### src/rtl/grid_write_arbiter_if.sv
// Bundle of the grid write-arbiter signals: game-side requests, VGA blanking,
// clear control and the single grid write port.
interface grid_write_arbiter_if;
  logic        vblank;
  logic        clear_start;
  logic        clear_done;
  logic [2:0]  req;
  logic [17:0] req_x;
  logic [17:0] req_y;
  logic [5:0]  req_val;
  logic [2:0]  gnt;
  logic [2:0]  err;
  logic        grid_we;
  logic [11:0] grid_addr;
  logic [1:0]  grid_wdata;
  logic        busy;
  logic [15:0] write_count;

  modport master (
    output vblank, clear_start, req, req_x, req_y, req_val,
    input  clear_done, gnt, err, grid_we, grid_addr, grid_wdata, busy, write_count
  );

  modport slave (
    input  vblank, clear_start, req, req_x, req_y, req_val,
    output clear_done, gnt, err, grid_we, grid_addr, grid_wdata, busy, write_count
  );
endinterface

### src/rtl/grid_write_arbiter.sv
// Round-robin arbiter for the single write port of the snake grid store.
// Three requesters (head draw, tail erase, food place) share the port; writes
// can be confined to vertical blank, and a full-grid clear sweep can take
// over the port at game start.
module grid_write_arbiter #(
  parameter int         GRID_W      = 64,
  parameter int         GRID_H      = 48,
  parameter bit         GATE_VBLANK = 1'b1,
  parameter logic [1:0] CLEAR_VAL   = 2'b00
) (
  input  logic clk,
  input  logic reset,
  grid_write_arbiter_if.slave bus
);

  localparam logic [11:0] LAST_ADDR = 12'(GRID_W * GRID_H - 1);

  typedef enum logic {IDLE, CLEAR} state_t;

  state_t      state, state_nxt;
  logic [1:0]  ptr, ptr_nxt;
  logic [2:0]  gnt_nxt, err_nxt;
  logic        we_nxt, busy_nxt, done_nxt;
  logic [11:0] addr_nxt;
  logic [1:0]  wdata_nxt;
  logic [15:0] cnt_nxt;

  logic [2:0]  elig;
  logic        found;
  logic [1:0]  win;
  logic [2:0]  idx;
  logic [5:0]  sel_x, sel_y;
  logic [1:0]  sel_val;
  logic        oob;
  logic [11:0] addr_calc;

  // A requester granted this cycle is masked so it cannot be granted twice
  // on the same held request.
  assign elig = bus.req & ~bus.gnt & {3{bus.vblank | ~GATE_VBLANK}};

  // Search for the first eligible requester starting at the pointer, mod 3.
  always_comb begin
    found = 1'b0;
    win   = 2'd0;
    idx   = 3'd0;
    for (int k = 0; k < 3; k++) begin
      idx = {1'b0, ptr} + 3'(k);
      if (idx >= 3'd3) idx = idx - 3'd3;
      if (!found && elig[idx[1:0]]) begin
        found = 1'b1;
        win   = idx[1:0];
      end
    end
  end

  assign sel_x     = bus.req_x[6*win +: 6];
  assign sel_y     = bus.req_y[6*win +: 6];
  assign sel_val   = bus.req_val[2*win +: 2];
  assign oob       = (int'(sel_x) >= GRID_W) || (int'(sel_y) >= GRID_H);
  assign addr_calc = 12'(sel_y) * 12'(GRID_W) + 12'(sel_x);

  // Next-state and next-output decode for arbitration and the clear sweep.
  always_comb begin
    state_nxt = state;
    ptr_nxt   = ptr;
    gnt_nxt   = 3'b000;
    err_nxt   = 3'b000;
    we_nxt    = 1'b0;
    addr_nxt  = bus.grid_addr;
    wdata_nxt = bus.grid_wdata;
    busy_nxt  = bus.busy;
    done_nxt  = 1'b0;
    cnt_nxt   = bus.write_count;
    case (state)
      IDLE: begin
        busy_nxt = 1'b0;
        if (bus.clear_start) begin
          // Clear wins over pending requests; first sweep write is address 0.
          state_nxt = CLEAR;
          busy_nxt  = 1'b1;
          we_nxt    = 1'b1;
          addr_nxt  = 12'd0;
          wdata_nxt = CLEAR_VAL;
        end else if (found) begin
          gnt_nxt = 3'b001 << win;
          ptr_nxt = (win == 2'd2) ? 2'd0 : win + 2'd1;
          if (oob) begin
            // Bad coordinates are acknowledged but never reach the grid.
            err_nxt = 3'b001 << win;
          end else begin
            we_nxt    = 1'b1;
            addr_nxt  = addr_calc;
            wdata_nxt = sel_val;
            cnt_nxt   = bus.write_count + 16'd1;
          end
        end
      end
      CLEAR: begin
        if (bus.grid_addr == LAST_ADDR) begin
          state_nxt = IDLE;
          busy_nxt  = 1'b0;
          done_nxt  = 1'b1;
        end else begin
          we_nxt    = 1'b1;
          addr_nxt  = bus.grid_addr + 12'd1;
          wdata_nxt = CLEAR_VAL;
        end
      end
      default: state_nxt = IDLE;
    endcase
  end

  // State and registered outputs; the grid address doubles as sweep counter.
  always_ff @(posedge clk) begin
    if (reset) begin
      state           <= IDLE;
      ptr             <= 2'd0;
      bus.gnt         <= 3'b000;
      bus.err         <= 3'b000;
      bus.grid_we     <= 1'b0;
      bus.grid_addr   <= 12'd0;
      bus.grid_wdata  <= 2'b00;
      bus.busy        <= 1'b0;
      bus.clear_done  <= 1'b0;
      bus.write_count <= 16'd0;
    end else begin
      state           <= state_nxt;
      ptr             <= ptr_nxt;
      bus.gnt         <= gnt_nxt;
      bus.err         <= err_nxt;
      bus.grid_we     <= we_nxt;
      bus.grid_addr   <= addr_nxt;
      bus.grid_wdata  <= wdata_nxt;
      bus.busy        <= busy_nxt;
      bus.clear_done  <= done_nxt;
      bus.write_count <= cnt_nxt;
    end
  end

endmodule
### src/flat_wrapper.sv
// flat-port wrapper written by rule: the top's interface ports become plain ports
module grid_write_arbiter_flat 
#(
  parameter int         GRID_W      = 64,
  parameter int         GRID_H      = 48,
  parameter bit         GATE_VBLANK = 1'b1,
  parameter logic [1:0] CLEAR_VAL   = 2'b00
)
  (clk, reset, bus_vblank, bus_clear_start, bus_req, bus_req_x, bus_req_y, bus_req_val, bus_clear_done, bus_gnt, bus_err, bus_grid_we, bus_grid_addr, bus_grid_wdata, bus_busy, bus_write_count);
  grid_write_arbiter_if bus_i ();
  input  logic clk;
  input  logic reset;
  input wire logic [$bits(bus_i.vblank)-1:0] bus_vblank;
  input wire logic [$bits(bus_i.clear_start)-1:0] bus_clear_start;
  input wire logic [$bits(bus_i.req)-1:0] bus_req;
  input wire logic [$bits(bus_i.req_x)-1:0] bus_req_x;
  input wire logic [$bits(bus_i.req_y)-1:0] bus_req_y;
  input wire logic [$bits(bus_i.req_val)-1:0] bus_req_val;
  output wire logic [$bits(bus_i.clear_done)-1:0] bus_clear_done;
  output wire logic [$bits(bus_i.gnt)-1:0] bus_gnt;
  output wire logic [$bits(bus_i.err)-1:0] bus_err;
  output wire logic [$bits(bus_i.grid_we)-1:0] bus_grid_we;
  output wire logic [$bits(bus_i.grid_addr)-1:0] bus_grid_addr;
  output wire logic [$bits(bus_i.grid_wdata)-1:0] bus_grid_wdata;
  output wire logic [$bits(bus_i.busy)-1:0] bus_busy;
  output wire logic [$bits(bus_i.write_count)-1:0] bus_write_count;
  assign bus_i.vblank = bus_vblank;
  assign bus_i.clear_start = bus_clear_start;
  assign bus_i.req = bus_req;
  assign bus_i.req_x = bus_req_x;
  assign bus_i.req_y = bus_req_y;
  assign bus_i.req_val = bus_req_val;
  assign bus_clear_done = bus_i.clear_done;
  assign bus_gnt = bus_i.gnt;
  assign bus_err = bus_i.err;
  assign bus_grid_we = bus_i.grid_we;
  assign bus_grid_addr = bus_i.grid_addr;
  assign bus_grid_wdata = bus_i.grid_wdata;
  assign bus_busy = bus_i.busy;
  assign bus_write_count = bus_i.write_count;
  grid_write_arbiter #(.GRID_W(GRID_W), .GRID_H(GRID_H), .GATE_VBLANK(GATE_VBLANK), .CLEAR_VAL(CLEAR_VAL)) u_core (.clk(clk), .reset(reset), .bus(bus_i));
endmodule
### config.mk
export PLATFORM = sky130hd
export DESIGN_NAME = grid_write_arbiter_flat
export DESIGN_NICKNAME = d
export VERILOG_FILES = /design/src/rtl/grid_write_arbiter_if.sv /design/src/rtl/grid_write_arbiter.sv /design/src/flat_wrapper.sv
export SDC_FILE = /design/constraint.sdc
export NUM_CORES = 1
export LEC_CHECK = 0
export ABC_AREA = 1
export ABC_CLOCK_PERIOD_IN_PS = 6800
export CAP_MARGIN = 20
export CORE_AREA = 10 10 86 88
export CTS_CLUSTER_DIAMETER = 40
export DETAILED_ROUTE_END_ITERATION = 16
export DIE_AREA = 0 0 96 98
export PLACE_DENSITY = 0.86
export SLEW_MARGIN = 5
export SYNTH_ARGS = -nofsm -noshare
export SYNTH_HDL_FRONTEND = slang
export SYNTH_SLANG_ARGS = --single-unit
### constraint.sdc
create_clock -name clk -period 6.8 [get_ports clk]
set_input_delay 1.7 -clock clk [delete_from_list [all_inputs] [get_ports clk]]
set_output_delay 1.7 -clock clk [all_outputs]
set_load 0.02 [all_outputs]
; ---- Word level (Yosys, flattened, before mapping)
; Index checks and enable logic that the tools add are counted.
[classes]
muxes = 36
shift = 4
n_reduce_logical = 10
n_addsub = 9
bitwise_logic = 7
eq_ne = 6
mul = 1
order_cmp = 7
[op_table]
columns = operator, count
row1 = $mux W12, 4
row2 = $shiftx A18 B6 Y6, 2
row3 = $pmux W12 S2, 1
row4 = $mux W2, 11
row5 = $add A16 B1 Y16 const B, 1
row6 = $mux W1, 13
row7 = $add A12 B1 Y12 const B, 1
row8 = $add A12 B6 Y12, 1
row9 = $eq A12 B12 Y1 const B, 1
row10 = $lt A2 B3 Y1 const B, 3
row11 = $and A3 B3 Y3, 2
row12 = $bmux W1 S2, 3
row13 = $ge A3 B2 Y1 const B, 2
row14 = $ge A6 B6 Y1 const B, 1
row15 = $pmux W1 S2, 3
row16 = $reduce_and A3 Y1, 2
row17 = $shiftx A6 B4 Y2, 1
row18 = $sub A2 B2 Y2 const B, 3
row19 = $reduce_or A5 Y1, 1
row20 = $mul A2 B2 Y4 const A, 1
row21 = $ne A2 B2 Y1 const B, 2
row22 = $not A1 Y1, 4
row23 = $pmux W2 S2, 1
row24 = $reduce_and A4 Y1, 1
row25 = other kinds (13), 15
[totals]
in_bits = 49
output_inout_bits = 39
wordCells = 90
ff_bits = 42

; ---- Logic depth before layout (Yosys ltp)
[depth]
word_depth = 19
ltp_mapped = 19
ltp_nobuf = 19

; ---- Worst setup path before layout
; Ideal clock, no wire load.
[synth_path]
kind = input-to-reg
startpoint = input bus_req[2]
endpoint = register u_core.bus.grid_addr[3]
slack_ps = 3445
arrival_ps = 3241
setup_time_ps = 114
n_path_buf = 2
t_required_ps = 6686
path_stages = 16
path_cell_list = nand2_1 -> nor2_4 -> nand2_2 -> nand2_2 -> nor2_4 -> nand3_2 -> nor2_4 -> nor2_8 -> inv_4 -> nand2_1 -> a21oi_2 -> nand3_2 -> buf_6 -> buf_6 -> a21oi_2 -> nor2_1
[synth_via]
elab_chain_len = 18
word_cells_on_any_way = 30
classes_between = 1 x add/sub / 1 x mul / 1 x order compare / 2 x eq/ne / 2 x shift / 16 x mux / 2 x bitwise / 5 x reduce/logical
[synth_rtl]
columns = item, line_no
row1 = start: declaration, flat_wrapper.sv:15  ; input wire logic [$bits(bus_i.req)-1:0] bus_req;
row2 = $and A3 B3 Y3 (*) (2 in a row), grid_write_arbiter.sv:39  ; assign elig = bus.req & ~bus.gnt & {3{bus.vblank | ~GATE_VBLANK}};
row3 = $bmux W1 S2, grid_write_arbiter.sv:49  ; if (!found && elig[idx[1:0]]) begin
row4 = $mux W1 (not written as such), grid_write_arbiter.sv:49
row5 = $mux W1, grid_write_arbiter.sv:49
row6 = $logic_not A1 Y1, grid_write_arbiter.sv:49
row7 = $logic_and A1 B1 Y1, grid_write_arbiter.sv:49
row8 = $mux W1, grid_write_arbiter.sv:49
row9 = $logic_not A1 Y1, grid_write_arbiter.sv:49
row10 = $logic_and A1 B1 Y1, grid_write_arbiter.sv:49
row11 = $mux W2, grid_write_arbiter.sv:49
row12 = $mul A2 B2 Y4, "grid_write_arbiter.sv:56, grid_write_arbiter.sv:57"
row13 = $shiftx A18 B6 Y6, grid_write_arbiter.sv:56  ; assign sel_x = bus.req_x[6*win +: 6];
row14 = $add A12 B6 Y12, grid_write_arbiter.sv:60  ; assign addr_calc = 12'(sel_y) * 12'(GRID_W) + 12'(sel_x);
row15 = $mux W12, grid_write_arbiter.sv:87  ; if (oob) begin
row16 = $mux W12, grid_write_arbiter.sv:84  ; end else if (found) begin
row17 = $mux W12, grid_write_arbiter.sv:77  ; if (bus.clear_start) begin
row18 = $pmux W12 S2, grid_write_arbiter.sv:74  ; case (state)
row19 = end signal: assignment, grid_write_arbiter.sv:132  ; bus.grid_addr <= addr_nxt;
row20 = end: declaration, grid_write_arbiter_if.sv:26  ; output clear_done, gnt, err, grid_we, grid_addr, grid_wdata, busy, write_count
; Mark *: on every way between the ends. The rest lies on a longest branch, timed or not. The select of a mux whose other input is x is not followed.
; A chain may end at the register's enable or synchronous reset.

; ---- Final worst setup path
[layout_path]
startpoint = input bus_vblank
endpoint = register u_core.bus.grid_addr[5]
[layout_via]
elab_chain_len = 17
word_cells_on_any_way = 29
classes_between = 1 x add/sub / 1 x mul / 1 x order compare / 2 x eq/ne / 2 x shift / 16 x mux / 1 x bitwise / 5 x reduce/logical
[layout_rtl]
columns = item, line_no
row1 = start: declaration, flat_wrapper.sv:13  ; input wire logic [$bits(bus_i.vblank)-1:0] bus_vblank;
row2 = $and A3 B3 Y3 (*), grid_write_arbiter.sv:39
row3 = $bmux W1 S2, grid_write_arbiter.sv:49
row4 = $mux W1 (not written as such), grid_write_arbiter.sv:49
row5 = $mux W1, grid_write_arbiter.sv:49
row6 = $logic_not A1 Y1, grid_write_arbiter.sv:49
row7 = $logic_and A1 B1 Y1, grid_write_arbiter.sv:49
row8 = $mux W1, grid_write_arbiter.sv:49
row9 = $logic_not A1 Y1, grid_write_arbiter.sv:49
row10 = $logic_and A1 B1 Y1, grid_write_arbiter.sv:49
row11 = $mux W2, grid_write_arbiter.sv:49
row12 = $mul A2 B2 Y4, "grid_write_arbiter.sv:56, grid_write_arbiter.sv:57"
row13 = $shiftx A18 B6 Y6, grid_write_arbiter.sv:56
row14 = $add A12 B6 Y12, grid_write_arbiter.sv:60
row15 = $mux W12, grid_write_arbiter.sv:87
row16 = $mux W12, grid_write_arbiter.sv:84
row17 = $mux W12, grid_write_arbiter.sv:77
row18 = $pmux W12 S2, grid_write_arbiter.sv:74
; Marks and branches as above.

==> flow_metrics.env <==
export IMPL_finalSetupViolations=0
export IMPL_nFillCells=541
export IMPL_critPathCaptureType="flop"
export IMPL_start_kind="input pin"
export IMPL_start_util_pct=49.43
export IMPL_finalMaxSlewViolations=0
export IMPL_switching_share_pct=49.28
export IMPL_dp_cells=584
export IMPL_drt_iter0_drc=127
export IMPL_num_io_pins=88
export IMPL_grt_pass1_vias=3169
export IMPL_fp_dieH_um=98
export IMPL_n_antenna_cell=0
export IMPL_fin_crit_sh_pct=66.45
export IMPL_root_buffer="clkbuf_8"
export IMPL_holdBufCountCts=0
export IMPL_period_needed_ps=4519
export IMPL_r2r_end="u_core.bus.grid_addr[5]"
export IMPL_drtAntennaViolNets=0
export IMPL_vias=3110
export IMPL_antenna_found_initial=0
export IMPL_cts_htree_levels=2
export IMPL_async_flop_share_pct=0
export IMPL_viasPerCell=5.245
export IMPL_die_area_um2=9408
export IMPL_row_count=28
export IMPL_numCtsBuffers=5
export IMPL_p_comb_share_pct=60.1
export IMPL_hold_path_depth=2
export IMPL_clock_latency_ps=300
export IMPL_yosys_area_top_type="dfxtp_1"
export IMPL_synth_edff_count=0
export IMPL_synth_nets=493
export IMPL_fin_nets=570
export IMPL_cts_tree="done"
export IMPL_layout_commonest_cell="nand2_1"
export IMPL_cts_reportedPaths_clkPinSlew_ps=80
export IMPL_clockPowerShare_pct=12.6
export IMPL_setup_ws_ps=2281
export IMPL_grt_pass1_wl_um=14210
export IMPL_clkSinkCount=42
export IMPL_coreArea_um2=5746
export IMPL_synth_ff_type="dfxtp_1"
export IMPL_crit_type="in -> reg"
export IMPL_status="finished clean"
export IMPL_dp_hpwl_um=6478
export IMPL_maxSlewHeadroom_pct=50.05
export IMPL_fmax_mhz=221.3
export IMPL_syn_cell_area_um2=2840
export IMPL_hold_path_end="u_core.bus.grid_wdata[0]"
export IMPL_synth_ff_latch_count=42
export IMPL_grt_start_max_net_pins=30
export IMPL_critPathRequiredTime_ps=6990
export IMPL_cts_buffer_depth=2
export IMPL_final_util_pct=65.88
export IMPL_worst_slew_pin_slew_ps=746.9
export IMPL_min_path_type="reg -> reg"
export IMPL_pre_cts_ws_ps=2007
export IMPL_synthCells=440
export IMPL_final_cell_mix="110 x nand2_1, 87 x clkdlybuf4s50_1, 70 x nand3_1"
export IMPL_area_growth_pct=33.26
export IMPL_post_cts_buffers=0
export IMPL_synth_area_leaders="dfxtp_1 30%, nand2_1 15%, nand3_1 12%"
export IMPL_rr_worst_depth=14
export IMPL_maxCapViolCount=0
export IMPL_power_frac_seq_pct=27.3
export IMPL_synth_top_area_share_pct=29.60
export IMPL_timing_hold_ws_ps=501.0
export IMPL_p_sw_uw=654.9
export IMPL_grt_overflow=0
export IMPL_final_cells=593
export IMPL_cts_repair_resized=0
export IMPL_irDropWorstVdd_uv=193.7
export IMPL_final_hold_viol_count=0
export IMPL_synth_cell_types=31
export IMPL_ys_warn_count=0
export IMPL_worst_r2r_setup_slack_ps=3480
export IMPL_worstHoldStart="u_core.bus.grid_wdata[0]"
export IMPL_io_buffers=87
export IMPL_final_setup_tns_ps=0
export IMPL_fin_skew_ps=8.577
export IMPL_place_congestion=0.8698
export IMPL_die_x_um=96
export IMPL_track_usage_pct=18.20
export IMPL_p_leak_nw=1.534
export IMPL_cp_arrival_ps=4710
export IMPL_yosysSeqAreaShare_pct=29.60
export IMPL_r2r_start="u_core.ptr[0]"
export IMPL_drive_gt1_share_pct=8.494
export IMPL_rsz0062_at_grt="no"
export IMPL_crit_path_max_fanout=29
export IMPL_syn_area_per_cell_um2=6.455
export IMPL_p_int_uw=674.1
export IMPL_firstDrtPassIters=4
export IMPL_wl_per_cell_um=14.22
export IMPL_drc=0
export IMPL_wirelength_um=8432
export IMPL_power_density_nw_per_um2=351.2
[layout make-up]
cell class	count	area [µm²]	area share (%)
well taps	75	93.84	2.479
clock inverters	1	5.005	0.1322
clock buffers	7	86.33	2.281
repair buffers	89	885.9	23.40
flip-flops and latches	42	840.8	22.21
multi-input cells	341	1728	45.65
inverters	38	145.1	3.835
[cell families (layout without fill, tap and decap cells)]
kind of cell | after synthesis | after routing | synth area share [%]
simple gates | 263 | 263 | 42.16
compound gates | 58 | 58 | 11.89
buf+inv | 57 | 135 | 9.647
flops | 42 | 42 | 29.60
xor+xnor | 16 | 16 | 4.934
fa+ha+maj | 4 | 4 | 1.762
[cell usage after synthesis (3+ instances only)]
cell type / n
nand4_1: 4
nor2_4: 3
clkbuf_1: 7
nor2_1: 48
xor2_1: 11
inv_1: 33
a21oi_2: 11
buf_2: 4
a21oi_1: 32
nand2_1: 110
inv_2: 3
nand3_1: 70
nor3_1: 9
ha_1: 4
xnor2_1: 5
buf_6: 6
dfxtp_1: 42
o21ai_0: 13
nor2_2: 4
nand2_2: 6
[per-layer routing]
metal	share of wire (%)	vias up	track usage, %
met4	3.0	0	7.491
met5	0	-	0
met2	49	107	30.71
met1	39	1392	19.59
li1	-	1587	-
met3	8.6	24	7.044
[worst max-delay path by stage]
| stage | slack (ps) | startpoint | end |
|---|---|---|---|
| after global placement | 2170 | bus_vblank | u_core.bus.grid_addr[6] |
| final | 2280 | bus_vblank | u_core.bus.grid_addr[5] |
| after global routing | 1920 | bus_vblank | u_core.bus.grid_wdata[1] |
| after floorplan | 3440 | bus_req[2] | u_core.bus.grid_addr[3] |
| after detailed placement | 2010 | bus_vblank | u_core.bus.grid_addr[5] |
| after CTS | 2310 | bus_vblank | u_core.bus.grid_addr[5] |
[critical path: stages]
cell and delay [ps]:
clkdlybuf4s50_1 560, nand2_1 120, nor2_4 130, nand3_1 110, nand2_1 130, nand3_2 100, nand3_1 90, nand2_1 380
nand2_1 180, nand2_1 100, a21oi_2 190, nand3_2 520, a21oi_1 320, nor2_1 60
[state kept, by name, summed over array words and instances, names as in the netlist, 2 cells and up]
register / flops
u_core.bus.write_count: 16
u_core.bus.grid_wdata: 2
u_core.bus.grid_addr: 12
u_core.bus.err: 3
u_core.bus.gnt: 3
u_core.ptr: 2
[power groups by stage]
stage	clock network, mW	registers, mW	logic, mW
after floorplan	0	0.414	0.552
after global placement	0	0.368	0.773
after detailed placement	0	0.367	0.795
after CTS	0.170	0.363	0.799
after global routing	0.180	0.374	0.903
final	0.167	0.363	0.798
[stage by stage]
stage                     instance area, µm²  total power [mW]
after floorplan                         2840            0.9661
after global routing                    3785             1.457
after CTS                               3777             1.332
after detailed placement                3686             1.162
final                                   3785             1.329
after global placement                  3686             1.141
Note: power is estimated with default switching activity, not from simulation.
